==> src/rtl/dm_arb_pkg.sv <==
// Shared types and default widths for the data-memory arbiter.
package dm_arb_pkg;
    localparam int DEF_AW        = 8;
    localparam int DEF_DW        = 8;
    localparam int DEF_MAX_BURST = 16;

    typedef enum logic [1:0] {
        IDLE     = 2'd0,
        CPU_OWN  = 2'd1,
        HOST_OWN = 2'd2
    } arb_state_t;

    typedef enum logic {
        CPU  = 1'b0,
        HOST = 1'b1
    } owner_t;
endpackage

==> src/rtl/dm_arbiter_if.sv <==
// Core, loader and data-memory signals shared by the arbiter and its clients.
interface dm_arbiter_if import dm_arb_pkg::*; #(
    parameter int AW = DEF_AW,
    parameter int DW = DEF_DW
) ();
    logic          cpu_req, cpu_wr, cpu_gnt, stall;
    logic [AW-1:0] cpu_addr;
    logic [DW-1:0] cpu_wdat, cpu_rdat;

    logic          host_req, host_wr, host_last, host_gnt, host_rvalid;
    logic [AW-1:0] host_addr;
    logic [DW-1:0] host_wdat, host_rdat;

    logic [AW-1:0] mem_addr;
    logic [DW-1:0] mem_wdat, mem_rdat;
    logic          mem_wr_en;

    modport slave (
        input  cpu_req, cpu_wr, cpu_addr, cpu_wdat,
        output cpu_gnt, cpu_rdat, stall,
        input  host_req, host_wr, host_last, host_addr, host_wdat,
        output host_gnt, host_rdat, host_rvalid,
        output mem_addr, mem_wdat, mem_wr_en,
        input  mem_rdat
    );

    modport master (
        output cpu_req, cpu_wr, cpu_addr, cpu_wdat,
        input  cpu_gnt, cpu_rdat, stall,
        output host_req, host_wr, host_last, host_addr, host_wdat,
        input  host_gnt, host_rdat, host_rvalid,
        input  mem_addr, mem_wdat, mem_wr_en,
        output mem_rdat
    );
endinterface

==> src/rtl/arb_rr2.sv <==
// Two-requester round-robin picker: on a tie the side that did not own last wins.
module arb_rr2 import dm_arb_pkg::*; (
    input  logic   cpu_req,
    input  logic   host_req,
    input  owner_t last_owner,
    output logic   pick_cpu,
    output logic   pick_host
);
    assign pick_cpu  = cpu_req & (~host_req | (last_owner == HOST));
    assign pick_host = host_req & ~pick_cpu;
endmodule

==> src/rtl/dm_arbiter.sv <==
// Core/loader data-memory arbiter with bounded host bursts.
// Define DM_ARB_PERF_EN to build the saturating stall/transfer counters.
module dm_arbiter import dm_arb_pkg::*; #(
    parameter int AW        = DEF_AW,
    parameter int DW        = DEF_DW,
    parameter int MAX_BURST = DEF_MAX_BURST
) (
    input  logic          clk,
    input  logic          reset,
    dm_arbiter_if.slave   bus,
    output logic [15:0]   cpu_stall_cnt,
    output logic [15:0]   host_xfer_cnt
);
    localparam int BCW = $clog2(MAX_BURST + 1);

    arb_state_t    state;
    owner_t        last_owner;
    logic [BCW-1:0] burst_cnt;
    logic          pick_cpu, pick_host;
    logic          cpu_own, host_own, cpu_xfer, host_xfer, burst_end, stall;
    logic          rd_xfer, vld_pipe;
    logic [DW-1:0] rdat_q;
    logic [AW-1:0] addr_mux;

    arb_rr2 u_rr (
        .cpu_req    (bus.cpu_req),
        .host_req   (bus.host_req),
        .last_owner (last_owner),
        .pick_cpu   (pick_cpu),
        .pick_host  (pick_host)
    );

    assign cpu_own   = (state == CPU_OWN);
    assign host_own  = (state == HOST_OWN);
    assign cpu_xfer  = bus.cpu_req & cpu_own;
    assign host_xfer = bus.host_req & host_own;
    // A dropped host_req ends the burst even without a transfer.
    assign burst_end = host_own & (~bus.host_req | bus.host_last |
                                   (burst_cnt == BCW'(MAX_BURST - 1)));
    assign stall     = bus.cpu_req & ~cpu_own;

    assign bus.cpu_gnt  = cpu_own;
    assign bus.host_gnt = host_own;
    assign bus.stall    = stall;
    assign bus.cpu_rdat = bus.mem_rdat;

    assign addr_mux      = host_own ? bus.host_addr : bus.cpu_addr;
    assign bus.mem_addr  = addr_mux;
    assign bus.mem_wdat  = host_own ? bus.host_wdat : bus.cpu_wdat;
    // Only the current owner may write; reset blocks any in-flight beat.
    assign bus.mem_wr_en = ~reset & (host_own ? (host_xfer & bus.host_wr)
                                              : (cpu_xfer & bus.cpu_wr));

    always_ff @(posedge clk) begin
        if (reset) begin
            state      <= IDLE;
            last_owner <= HOST;
            burst_cnt  <= '0;
        end else begin
            case (state)
                IDLE: begin
                    burst_cnt <= '0;
                    if (pick_cpu)       state <= CPU_OWN;
                    else if (pick_host) state <= HOST_OWN;
                end
                CPU_OWN: begin
                    if (bus.host_req) begin
                        state      <= HOST_OWN;
                        last_owner <= CPU;
                        burst_cnt  <= '0;
                    end else if (!bus.cpu_req) begin
                        state      <= IDLE;
                        last_owner <= CPU;
                    end
                end
                HOST_OWN: begin
                    if (burst_end) begin
                        last_owner <= HOST;
                        burst_cnt  <= '0;
                        if (bus.cpu_req)                         state <= CPU_OWN;
                        else if (bus.host_req && !bus.host_last) state <= HOST_OWN;
                        else                                     state <= IDLE;
                    end else if (host_xfer) begin
                        burst_cnt <= burst_cnt + 1'b1;
                    end
                end
                default: state <= IDLE;
            endcase
        end
    end

    assign rd_xfer = host_xfer & ~bus.host_wr;

    always_ff @(posedge clk) begin
        if (reset) begin
            vld_pipe <= 1'b0;
            rdat_q   <= '0;
        end else begin
            vld_pipe <= rd_xfer;
            if (rd_xfer) rdat_q <= bus.mem_rdat;
        end
    end

    assign bus.host_rvalid = vld_pipe;
    assign bus.host_rdat   = rdat_q;

`ifdef DM_ARB_PERF_EN
    always_ff @(posedge clk) begin
        if (reset) begin
            cpu_stall_cnt <= '0;
            host_xfer_cnt <= '0;
        end else begin
            if (stall && cpu_stall_cnt != 16'hFFFF)     cpu_stall_cnt <= cpu_stall_cnt + 16'd1;
            if (host_xfer && host_xfer_cnt != 16'hFFFF) host_xfer_cnt <= host_xfer_cnt + 16'd1;
        end
    end
`else
    assign cpu_stall_cnt = '0;
    assign host_xfer_cnt = '0;
`endif
endmodule

==> src/flat_wrapper.sv <==
// flat-port wrapper written by rule: the top's interface ports become plain ports
module dm_arbiter_flat import dm_arb_pkg::*;
#(
    parameter int AW        = DEF_AW,
    parameter int DW        = DEF_DW,
    parameter int MAX_BURST = DEF_MAX_BURST
)
  (clk, reset, cpu_stall_cnt, host_xfer_cnt, bus_cpu_req, bus_cpu_wr, bus_cpu_addr, bus_cpu_wdat, bus_cpu_gnt, bus_cpu_rdat, bus_stall, bus_host_req, bus_host_wr, bus_host_last, bus_host_addr, bus_host_wdat, bus_host_gnt, bus_host_rdat, bus_host_rvalid, bus_mem_addr, bus_mem_wdat, bus_mem_wr_en, bus_mem_rdat);
  dm_arbiter_if #(.AW(AW), .DW(DW)) bus_i ();
  input  logic clk;
  input  logic reset;
  output logic [15:0] cpu_stall_cnt;
  output logic [15:0] host_xfer_cnt;
  input wire logic [$bits(bus_i.cpu_req)-1:0] bus_cpu_req;
  input wire logic [$bits(bus_i.cpu_wr)-1:0] bus_cpu_wr;
  input wire logic [$bits(bus_i.cpu_addr)-1:0] bus_cpu_addr;
  input wire logic [$bits(bus_i.cpu_wdat)-1:0] bus_cpu_wdat;
  output wire logic [$bits(bus_i.cpu_gnt)-1:0] bus_cpu_gnt;
  output wire logic [$bits(bus_i.cpu_rdat)-1:0] bus_cpu_rdat;
  output wire logic [$bits(bus_i.stall)-1:0] bus_stall;
  input wire logic [$bits(bus_i.host_req)-1:0] bus_host_req;
  input wire logic [$bits(bus_i.host_wr)-1:0] bus_host_wr;
  input wire logic [$bits(bus_i.host_last)-1:0] bus_host_last;
  input wire logic [$bits(bus_i.host_addr)-1:0] bus_host_addr;
  input wire logic [$bits(bus_i.host_wdat)-1:0] bus_host_wdat;
  output wire logic [$bits(bus_i.host_gnt)-1:0] bus_host_gnt;
  output wire logic [$bits(bus_i.host_rdat)-1:0] bus_host_rdat;
  output wire logic [$bits(bus_i.host_rvalid)-1:0] bus_host_rvalid;
  output wire logic [$bits(bus_i.mem_addr)-1:0] bus_mem_addr;
  output wire logic [$bits(bus_i.mem_wdat)-1:0] bus_mem_wdat;
  output wire logic [$bits(bus_i.mem_wr_en)-1:0] bus_mem_wr_en;
  input wire logic [$bits(bus_i.mem_rdat)-1:0] bus_mem_rdat;
  assign bus_i.cpu_req = bus_cpu_req;
  assign bus_i.cpu_wr = bus_cpu_wr;
  assign bus_i.cpu_addr = bus_cpu_addr;
  assign bus_i.cpu_wdat = bus_cpu_wdat;
  assign bus_cpu_gnt = bus_i.cpu_gnt;
  assign bus_cpu_rdat = bus_i.cpu_rdat;
  assign bus_stall = bus_i.stall;
  assign bus_i.host_req = bus_host_req;
  assign bus_i.host_wr = bus_host_wr;
  assign bus_i.host_last = bus_host_last;
  assign bus_i.host_addr = bus_host_addr;
  assign bus_i.host_wdat = bus_host_wdat;
  assign bus_host_gnt = bus_i.host_gnt;
  assign bus_host_rdat = bus_i.host_rdat;
  assign bus_host_rvalid = bus_i.host_rvalid;
  assign bus_mem_addr = bus_i.mem_addr;
  assign bus_mem_wdat = bus_i.mem_wdat;
  assign bus_mem_wr_en = bus_i.mem_wr_en;
  assign bus_i.mem_rdat = bus_mem_rdat;
  dm_arbiter #(.AW(AW), .DW(DW), .MAX_BURST(MAX_BURST)) u_core (.clk(clk), .reset(reset), .bus(bus_i), .cpu_stall_cnt(cpu_stall_cnt), .host_xfer_cnt(host_xfer_cnt));
endmodule
==> config.mk <==
export PLATFORM = sky130hd
export DESIGN_NAME = dm_arbiter_flat
export DESIGN_NICKNAME = d
export VERILOG_FILES = /design/src/rtl/dm_arb_pkg.sv /design/src/rtl/dm_arbiter_if.sv /design/src/rtl/arb_rr2.sv /design/src/rtl/dm_arbiter.sv /design/src/flat_wrapper.sv
export SDC_FILE = /design/constraint.sdc
export NUM_CORES = 1
export LEC_CHECK = 0
export BUFFER_PORTS_ARGS = -buffer_cell sky130_fd_sc_hd__buf_4
export CELL_PAD_IN_SITES_DETAIL_PLACEMENT = 1
export CELL_PAD_IN_SITES_GLOBAL_PLACEMENT = 1
export CORE_ASPECT_RATIO = 0.8
export CORE_MARGIN = 2
export CORE_UTILIZATION = 27
export CTS_CLUSTER_DIAMETER = 150
export DETAILED_ROUTE_END_ITERATION = 7
export HOLD_SLACK_MARGIN = 0.03
export PLACE_DENSITY_LB_ADDON = 0.1
export SYNTH_ARGS = -nofsm -noshare
export SYNTH_HDL_FRONTEND = slang
export SYNTH_SLANG_ARGS = --single-unit
==> constraint.sdc <==
create_clock -name clk -period 3.2 [get_ports clk]
set_input_delay 0.8 -clock clk [delete_from_list [all_inputs] [get_ports clk]]
set_output_delay 0.8 -clock clk [all_outputs]
set_load 0.02 [all_outputs]
==> results_dict.tcl <==
set metrics [dict create \
    dp_hpwl_um 3130 \
    dpl-instance-area_um2 1780 \
    final_max_slew_viol_count 0 \
    stdcell_count 286 \
    die_x_um 82.3 \
    hold_buffers 0 \
    yosys.cell_types.count 33 \
    antenna_found_initial 0 \
    outcome "complete, no violations" \
    synth_top_area_share_pct 25.7 \
    criticalPathCategory "reg2out" \
    cts_setup_buffers 0 \
    synthTopCellsByArea "dfxtp_1 26%, buf_4 23%, mux2_1 10%" \
    port_buffers 83 \
    max-cap-violations 0 \
    hold_depth 2 \
    grt_start_max_net_pins 26 \
    ir_worst_vdd_uv 177 \
    final.setup_skew_ns 0.00902 \
    synth_seq_cells 17 \
    grt_pass1_vias 1226 \
    seq_area_frac_synth_pct 25.7 \
    end_kind "output pin" \
    yosys_warnings 0 \
    dieArea_um2 5480 \
    cp-start-kind "flip-flop" \
    rsz0062_at_grt "no" \
    synth-edff-count 0 \
    clock-sinks 17 \
    core_um2 4650 \
    postRouteAntennaNets 0 \
    synthCells 157 \
    cts_made_buffers 3 \
    gp_congestion 0.789 \
    critical_path_required_ns 2.40 \
    power.density_nw_per_um2 337 \
    io_pins 116 \
    path_max_fanout 25 \
    start_util_pct 28.5 \
    leakage_nw 0.871 \
    setup_violations 0 \
    drt_pre_antenna_iters 4 \
    hold_viol 0 \
    routed_wirelength_um 3780 \
    clkLatencyLatePin_ns 0.25 \
    via_per_inst 4.27 \
    area_delta_synth_final_pct 37.5 \
    synth_ff_type "dfxtp_1" \
    power.total_w 0.000614 \
    antenna_cells 0 \
    cts_htree_levels 1 \
    cts_buffer_depth 2 \
    layout_commonest_cell "buf_4" \
    grt_pass1_wl_um 5910 \
    place_inst 282 \
    fin_crit_sh_pct 93.0 \
    wl_per_cell_um 13.2 \
    cts_tree "built" \
    slew_headroom_pct 35.3 \
    synth_top_cell_by_area "dfxtp_1" \
    cp.arrival_ns 2.18 \
    grt_use_total_pct 13.8 \
    placementRows 22 \
    drt_iter0_markers 51 \
    syn_area_per_cell_um2 8.43 \
    tightest_slew_ns 0.971 \
    vias 1221 \
    clk_pin_slew_worst_paths_ns 0.07 \
    overflow 0 \
    cts_resized 0 \
    min_period_ns 2.98 \
    die-height_um 66.6 \
    async_flop_share_pct 0 \
    mostFrequentLayoutCells "83 x buf_4, 32 x conb_1, 17 x nand2_1, 17 x dfxtp_1, 13 x a21oi_1" \
    reg2reg_depth 3 \
    tns_ns 0 \
    drive_above_1_share_pct 40.3 \
    hold_class "reg2reg" \
    fin_area_um2 1820 \
    clockRootBuffer "clkbuf_8" \
    finalNetCount 276 \
    netlist_area_um2 1320 \
    timing.fmax_mhz 336 \
    drc 0 \
]
-- cell usage after synthesis (2+ instances only) --
cell	number
a211o_1	2
a21oi_1	13
and2b_1	2
and4b_1	2
buf_2	2
buf_4	41
buf_6	3
clkbuf_1	3
dfxtp_1	17
ha_1	2
inv_1	3
mux2_1	12
mux2_2	4
nand2_1	17
nand2b_1	2
nand3_1	10
nand3b_1	2
nor2_1	3
nor2b_1	3
-- final cells by class --
cell class,count,area [um^2]
Sequential cell,17,340
Tap cell,60,75.1
Clock buffer,4,45.0
Multi-Input combinational cell,119,726
Timing Repair Buffer,83,623
Fill cell,575,2830
Inverter,3,11.3
-- layer usage --
metal	track usage [%]	vias up	wire length, um
met5	0	-	0
met4	1.88	0	20
met3	3.39	2	266
met2	23.9	48	1900
met1	17.7	572	1600
li1	-	599	-
-- power by group --
group	switching, W	internal, W	total (W)
sequential	0.00000836	0.000217	0.000226
clock	0.0000705	0.0000882	0.000159
combinational	0.000129	0.000101	0.000230
total	0.000208	0.000407	0.000614
-- flip-flops by register name (all words and copies together), names as in the netlist --
name,count
u_core.bus.host_rdat,8
u_core.burst_cnt,5
u_core.last_owner,1
u_core.bus.host_rvalid,1
u_core.state,2
-- logic make-up after synthesis --
logic type | after synthesis | share of synthesized area (%)
adder cells (fa/ha/maj) | 2 | 1.89
XOR/XNOR | 1 | 0.662
buffers and inverters | 52 | 28.3
multiplexers | 16 | 13.6
AO/OA/AOI/OAI | 21 | 9.45
AND/OR/NAND/NOR | 47 | 20.1
flip-flops | 17 | 25.7
other | 1 | 0.283
-- critical path, stage by stage, from the launching register on --
cell and delay, ns:
dfxtp_1 0.45, and2b_1 0.90, mux2_2 0.41, buf_4 0.16
-- through the flow --
step / utilization (%) / setup slack, ns / hold WS (ns)
detailed placement: 38.2 / 0.506 / 0.453
CTS: 39.1 / 0.228 / 0.464
global placement: 38.2 / 0.592 / 0.446
finish: 39.1 / 0.223 / 0.460
floorplan: - / 0.877 / 0.460
global route: 39.1 / 0.102 / 0.485
-- path summary, 6_finish.rpt --
| kind | startpoint | end | slack (ns) |
|---|---|---|---|
| worst max-delay path | u_core.state[0] | bus_mem_addr[5] | 0.22 |
| worst max register to register | u_core.state[0] | u_core.state[0] | 1.33 |
| worst min-delay path | u_core.bus.host_rdat[4] | u_core.bus.host_rdat[4] | 0.46 |
| worst min register to register | u_core.bus.host_rdat[4] | u_core.bus.host_rdat[4] | 0.46 |
(Power assumes the default switching activity.)
